`src/rtl/unpacker_multi.sv`:
```
// unpacker_multi
//   Splits a packed word of packed_width_p bits into packed_width_p/elem_width_p
//   elements and emits them one per cycle through a registered output stage.
//   The next word is accepted in the same cycle as the previous word's final
//   element move, so back-to-back words stream without a bubble.
//
// Parameters
//   packed_width_p : input word width (integer multiple of elem_width_p)
//   elem_width_p   : output element width (at least two elements per word)
//   msb_first_p    : 0 emits the LSB slice first, 1 emits the MSB slice first
//
// Ports
//   clk_i      : clock, rising edge
//   reset_ni   : asynchronous active-low reset
//   packed_i   : packed input word
//   valid_i    : input valid
//   ready_o    : input ready (combinational, low while reset_ni is low)
//   count_i    : valid elements in the word minus one   (UNPACKER_MULTI_LAST_EN)
//   last_i     : word ends a frame                       (UNPACKER_MULTI_LAST_EN)
//   unpacked_o : output element
//   valid_o    : output valid
//   ready_i    : output ready
//   last_o     : final element of a frame                (UNPACKER_MULTI_LAST_EN)
//
// Optional feature macro: UNPACKER_MULTI_LAST_EN enables partial words
// (count_i) and end-of-frame marking (last_i / last_o). Without it every word
// emits exactly packed_width_p/elem_width_p elements.
module unpacker_multi #(
  parameter int packed_width_p = 8,
  parameter int elem_width_p   = 2,
  parameter bit msb_first_p    = 1'b0,
  localparam int elems_lp = packed_width_p / elem_width_p,
  localparam int cnt_w_lp = (elems_lp > 1) ? $clog2(elems_lp) : 1
) (
  input  logic                      clk_i,
  input  logic                      reset_ni,
  input  logic [packed_width_p-1:0] packed_i,
  input  logic                      valid_i,
  output logic                      ready_o,
`ifdef UNPACKER_MULTI_LAST_EN
  input  logic [cnt_w_lp-1:0]       count_i,
  input  logic                      last_i,
  output logic                      last_o,
`endif
  output logic [elem_width_p-1:0]   unpacked_o,
  output logic                      valid_o,
  input  logic                      ready_i
);

  typedef enum logic {
    IDLE   = 1'b0,
    UNPACK = 1'b1
  } state_e;

  localparam logic [cnt_w_lp-1:0] max_cnt_lp = cnt_w_lp'(elems_lp - 1);

  state_e                    state_reg, state_next;
  logic [packed_width_p-1:0] buf_reg;
  logic [cnt_w_lp-1:0]       idx_reg;
  logic [cnt_w_lp-1:0]       count_l;
  logic [elem_width_p-1:0]   data_reg;
  logic                      valid_reg;
  logic [elem_width_p-1:0]   slice_l [elems_lp];

  logic elem_move;
  logic final_elem;
  logic final_move;
  logic ready_l;
  logic in_fire;

  // Element k of the buffered word; the order flip is resolved at
  // elaboration so the runtime mux only ever indexes by idx_reg.
  genvar gi;
  generate
    for (gi = 0; gi < elems_lp; gi++) begin : g_slice
      if (msb_first_p) begin : g_msb
        assign slice_l[gi] = buf_reg[(elems_lp-1-gi)*elem_width_p +: elem_width_p];
      end else begin : g_lsb
        assign slice_l[gi] = buf_reg[gi*elem_width_p +: elem_width_p];
      end
    end
  endgenerate

  // An element can move whenever the output register is empty or is being
  // drained this cycle.
  assign elem_move  = (state_reg == UNPACK) && (!valid_reg || ready_i);
  assign final_elem = (idx_reg == count_l);
  assign final_move = elem_move && final_elem;
  // Accepting during the final move is what keeps word-to-word throughput
  // gapless; reset_ni gates ready so nothing is accepted while held in reset.
  assign ready_l    = reset_ni && ((state_reg == IDLE) || final_move);
  assign in_fire    = valid_i && ready_l;

  always_comb begin
    state_next = state_reg;
    case (state_reg)
      IDLE:    if (in_fire) state_next = UNPACK;
      UNPACK:  if (final_move && !in_fire) state_next = IDLE;
      default: state_next = IDLE;
    endcase
  end

  always_ff @(posedge clk_i or negedge reset_ni) begin
    if (!reset_ni) begin
      state_reg <= IDLE;
      buf_reg   <= '0;
      idx_reg   <= '0;
      data_reg  <= '0;
      valid_reg <= 1'b0;
    end else begin
      state_reg <= state_next;
      // A reload on the final move uses the old buffer for this cycle's
      // element and replaces it at the same edge.
      if (in_fire) begin
        buf_reg <= packed_i;
        idx_reg <= '0;
      end else if (elem_move) begin
        idx_reg <= idx_reg + 1'b1;
      end
      if (elem_move) begin
        data_reg  <= slice_l[idx_reg];
        valid_reg <= 1'b1;
      end else if (valid_reg && ready_i) begin
        valid_reg <= 1'b0;
      end
    end
  end

`ifdef UNPACKER_MULTI_LAST_EN
  logic [cnt_w_lp-1:0] count_reg;
  logic [cnt_w_lp-1:0] count_clamped;
  logic                last_word_reg;
  logic                last_reg;

  // Counts beyond the last element are only representable when the element
  // count is not a power of two; otherwise the clamp is a pass-through.
  generate
    if ((2 ** cnt_w_lp) == elems_lp) begin : g_cnt_pass
      assign count_clamped = count_i;
    end else begin : g_cnt_clamp
      assign count_clamped = (count_i > max_cnt_lp) ? max_cnt_lp : count_i;
    end
  endgenerate

  always_ff @(posedge clk_i or negedge reset_ni) begin
    if (!reset_ni) begin
      count_reg     <= '0;
      last_word_reg <= 1'b0;
      last_reg      <= 1'b0;
    end else begin
      if (in_fire) begin
        count_reg     <= count_clamped;
        last_word_reg <= last_i;
      end
      if (elem_move) begin
        last_reg <= last_word_reg && final_elem;
      end else if (valid_reg && ready_i) begin
        last_reg <= 1'b0;
      end
    end
  end

  assign count_l = count_reg;
  assign last_o  = last_reg;
`else
  assign count_l = max_cnt_lp;
`endif

  assign ready_o    = ready_l;
  assign unpacked_o = data_reg;
  assign valid_o    = valid_reg;

endmodule

```
`config.mk`:
```
export PLATFORM = sky130hd
export DESIGN_NAME = unpacker_multi
export DESIGN_NICKNAME = d
export VERILOG_FILES = /design/src/rtl/unpacker_multi.sv
export SDC_FILE = /design/constraint.sdc
export NUM_CORES = 1
export LEC_CHECK = 0
export ABC_AREA = 1
export BUFFER_PORTS_ARGS = -buffer_cell sky130_fd_sc_hd__buf_4
export CAP_MARGIN = 30
export CORE_ASPECT_RATIO = 0.8
export CORE_UTILIZATION = 25
export DETAILED_ROUTE_END_ITERATION = 12
export GPL_TIMING_DRIVEN = 0
export SYNTH_ARGS = -nofsm -noshare
export SYNTH_HDL_FRONTEND = slang
export SYNTH_SLANG_ARGS = --single-unit
```
`constraint.sdc`:
```
create_clock -name clk_i -period 1.65 [get_ports clk_i]
set_clock_uncertainty 0.05 [all_clocks]
set_input_delay 0.2475 -clock clk_i [delete_from_list [all_inputs] [get_ports clk_i]]
set_output_delay 0.2475 -clock clk_i [all_outputs]
set_load 0.1 [all_outputs]
```
# Word-level counts from Yosys, hierarchy flattened
# Cells that the tools add are included.
[totals]
register_bits = 14
inputBits = 12
out_inout_bits = 4
wordCells = 32
[classes]
n_addsub = 1
n_lt_le_gt_ge = 1
n_eq_ne = 1
mux = 10
n_bitwise = 2
n_reduce_logical = 12
[ops]
columns = ["cell", "count"]
rows = [
  ["$mux 2", 4],
  ["$logic_and 1x1->1", 6],
  ["$bmux 2 s2", 1],
  ["$mux 1", 4],
  ["$reduce_bool 2->1", 2],
  ["$ge 3x3->1 const B", 1],
  ["$not 2->3", 1],
  ["$add 2x1->2 const B", 1],
  ["$eq 2x2->1 const B", 1],
  ["$logic_not 1->1", 2],
  ["$logic_or 1x1->1", 2],
  ["$pmux 1 s2", 1],
  ["$not 1->1", 1],
]

# Depth between registers and ports, before layout
[logic_depth]
depth_word = 11
mapped_depth = 8
depth_no_buf = 8

# Least setup slack after synthesis
# Ideal clock, no wire load.
[synth_path]
path_type = "register to output"
start = "reg valid_reg (netlist: valid_o)"
end = "out ready_o"
t_arrival_ps = 3218
t_required_ps = 1352
slack_ps = -1865
stages_incl_launch_ff = 4
n_path_buf = 0
cell_sequence = "dfrtp_1 > nand2_4 > nand2_4 > a21boi_0"
[synth_between]
elab_chain_cells = 6
[synth_rtl]
columns = ["element", "line", "source"]
rows = [
  ["from (decl)", "62", "logic valid_reg;"],
  ["from (signal assigned)", "109", "valid_reg <= 1'b0;"],
  ["from (signal assigned)", "122", "valid_reg <= 1'b1;"],
  ["from (signal assigned)", "124", "valid_reg <= 1'b0;"],
  ["$logic_not 1->1", "86", "assign elem_move = (state_reg == UNPACK) && (!valid_reg || ready_i);"],
  ["$logic_or 1x1->1", "86", ""],
  ["$logic_and 1x1->1", "86", ""],
  ["$logic_and 1x1->1", "88", "assign final_move = elem_move && final_elem;"],
  ["$logic_or 1x1->1", "91", "assign ready_l = reset_ni && ((state_reg == IDLE) || final_move);"],
  ["$logic_and 1x1->1", "91", ""],
  ["to (decl)", "39", "output logic ready_o,"],
]
# Every way passes these cells.

# Final worst setup path
[layout_path]
start = "reg idx_reg[1]"
end = "out ready_o"
[layout_between]
elab_chain_cells = 4
[layout_rtl]
columns = ["element", "line", "source"]
rows = [
  ["from (decl)", "59", "logic [cnt_w_lp-1:0] idx_reg;"],
  ["from (signal assigned)", "118", "idx_reg <= idx_reg + 1'b1;"],
  ["$eq 2x2->1", "87", "assign final_elem = (idx_reg == count_l);"],
  ["$logic_and 1x1->1", "88", ""],
  ["$logic_or 1x1->1", "91", ""],
  ["$logic_and 1x1->1", "91", ""],
]
# Every way passes these cells.

==> results.cfg <==
[status]
status = finished clean

[timing]
whs_ps = 211.4
period_minus_slack_ps = 1568
drv_slew = 0
tightest_slew_ps = 632.4
max_freq_mhz = 637.9
post-route-period-util_pct = 95.01
setup_viol = 0
slew_headroom_pct = 57.70
hold_violations = 0
rsz0062_at_grt = no

[worst_hold_path]
holdPathStages = 3
hold_path.class = input port to register
hp-start = packed_i[4]
hold_end = buf_reg[4]$_DFFE_PN0P_

[routing]
antenna_left = 0
vias = 636
drt_iter0_drc = 19
drt-wirelength-per-cell_um = 10.08
finalWirelength_um = 1532
vias_per_cell = 4.184
drcViolationCount = 0
drtPass1Iterations = 4

[floorplan]
start_util_pct = 26.63
die_y_um = 50.73
placeableCoreArea_mm2 = 0.002786
io_pins = 16
dieWidth_um = 62.91
die_area_mm2 = 0.003191
row_count = 17

[power]
power_mw = 2.008
leakage_nw = 0.5434
p_per_area_mw_per_mm2 = 2049
p_sw_share_pct = 48.86
power.switching_mw = 0.9809
combPwrFrac_pct = 53.8
vdd_drop_max_mv = 0.4328
clockPowerShare_pct = 14.3
power.internal_mw = 1.027
p_seq_share_pct = 31.8

[synthesis]
synth_top_cell_by_area = dfrtp_1
ys_seq_area_share_pct = 47.22
netlist_area_um2 = 742.0
ys_warn_count = 0
yosys-top-cells-area = dfrtp_1 47%, nand2_1 20%, nand4_1 6.7%
synth_edf_count = 0
synthFlopType = dfrtp_1
synth_cell_types = 14
synth.avg_cell_area_um2 = 7.893
synth_seq_cells = 14
synth.top_cell.area_share_pct = 47.22
ys_async_sr_fraction_pct = 100.0
syn-num-nets = 107
synth_cells = 94

[setup_path]
critPathKind = register to output port
rrSetupSlack_ps = 360
crit_start = idx_reg[1]$_DFFE_PN0P_
reg2reg_to = buf_reg[1]$_DFFE_PN0P_
worst_setup_path_start_kind = register
cp_data_required_time_ps = 1350
r2r-start = idx_reg[0]$_DFFE_PN0P_
cp_max_fo = 2
rr_worst_depth = 7
cp.arrival_ps = 1270
cp-end-kind = output port

[finish]
final_cells = 152
fillers = 307
largest_reg_flops = 8
drive_gt1_share_pct = 27.19
area_growth_pct = 32.04
n_antenna_cell = 0
nets = 128

[clocking]
cts_max_path_buffers = 2
clock_tree.root_cell = clkbuf_8
clk_pin_slew_ps = 60
insertion_delay_ps = 240
clock-sinks = 14
cts_tree = done
h-tree-depth = 1
numCtsBuffers = 3

[placed_design]
dpl.hpwl_um = 1116
portBuffers = 14
dpl.cell_count = 146
gp_congestion = 0.7594

[global_route]
grt_pass1_vias = 621
grt_max_degree = 15
antenna_found_initial = 0
grt_util_all_layers_pct = 11.63
overflow = 0
grt_pass1_wl_um = 2725

[job]
maxCapViolations = 0
==> logic make-up (layout without fill, tap and decap cells) <==
family	Yosys count	count (layout)	share of synthesized area [%]
simple gates	63	63	40.64
buf+inv	15	35	9.444
flops	14	14	47.22
fa+ha+maj	1	1	1.686
compound gates	1	1	1.012
==> metrics by stage <==
step	TNS, ps	util (%)	area [um^2]	setup WS [ps]
after floorplan	-27.41	-	757.0	-27.41
after global placement	0	32.64	909.6	195.8
after detailed placement	0	32.64	909.6	171.0
after CTS	0	35.16	979.7	65.30
after global routing	0	35.16	979.7	29.76
final	0	35.16	979.7	82.29
==> cells in the mapped netlist (2+ instances only) <==
library cell	instances
nor2_1	8
inv_1	11
nand2_1	39
dfrtp_1	14
nand4_1	8
nand2_4	3
nand2_2	3
buf_2	2
==> layout make-up <==
cell class                      instances  area, um^2  share of cell area (%)
Multi-Input combinational cell         65       332.8                   33.97
Inverter                               11       41.29                   4.215
Clock buffer                            4       45.04                   4.598
Sequential cell                        14       354.1                   36.14
Buffer                                  4       28.78                   2.937
Timing Repair Buffer                   16       130.1                   13.28
Tap cell                               38       47.55                   4.853
==> cells in the final DEF (no fill, tap or decap), drive strengths merged <==
cell	instances
buf	19
dlygate4sd3	1
ha	1
a21boi	1
clkbuf	4
inv	11
nor2	8
nand2	45
nand4	8
nand3	2
dfrtp	14
==> how the worst max path moves through the flow <==
stage	end	slack, ps
3_3_place_gp	ready_o	200
5_1_grt	ready_o	30
2_1_floorplan	ready_o	-30
6_report	ready_o	80
3_5_place_dp	ready_o	170
4_1_cts	ready_o	70
==> layer usage <==
metal	routed length, um	track usage, %
met3	108	5.455
met4	6	3.488
met2	720	19.35
met5	0	0
met1	697	13.22
==> power by group through the flow <==
stage          Clock [mW]  Combinational [mW]  Sequential, mW
6_report            0.288                1.08           0.639
3_5_place_dp            0                1.05           0.655
2_1_floorplan           0               0.592           0.877
4_1_cts             0.300                1.09           0.642
5_1_grt             0.326                1.20           0.657
3_3_place_gp            0                1.02           0.642
==> worst max-delay path, cell delays in order (launching register included) <==
cell	delay [ps]
dfrtp_1	360
ha_1	200
nand2_4	80
a21boi_4	170
buf_8	210
==> timing repair <==
action                                  CTS  global route
hold buffers                              1             0
endpoints found under the setup margin    1             0
gates resized for setup                   2             0
endpoints found under the hold margin    14             0
buffers inserted                          1             0
Note: power is estimated with default switching activity, not from simulation.
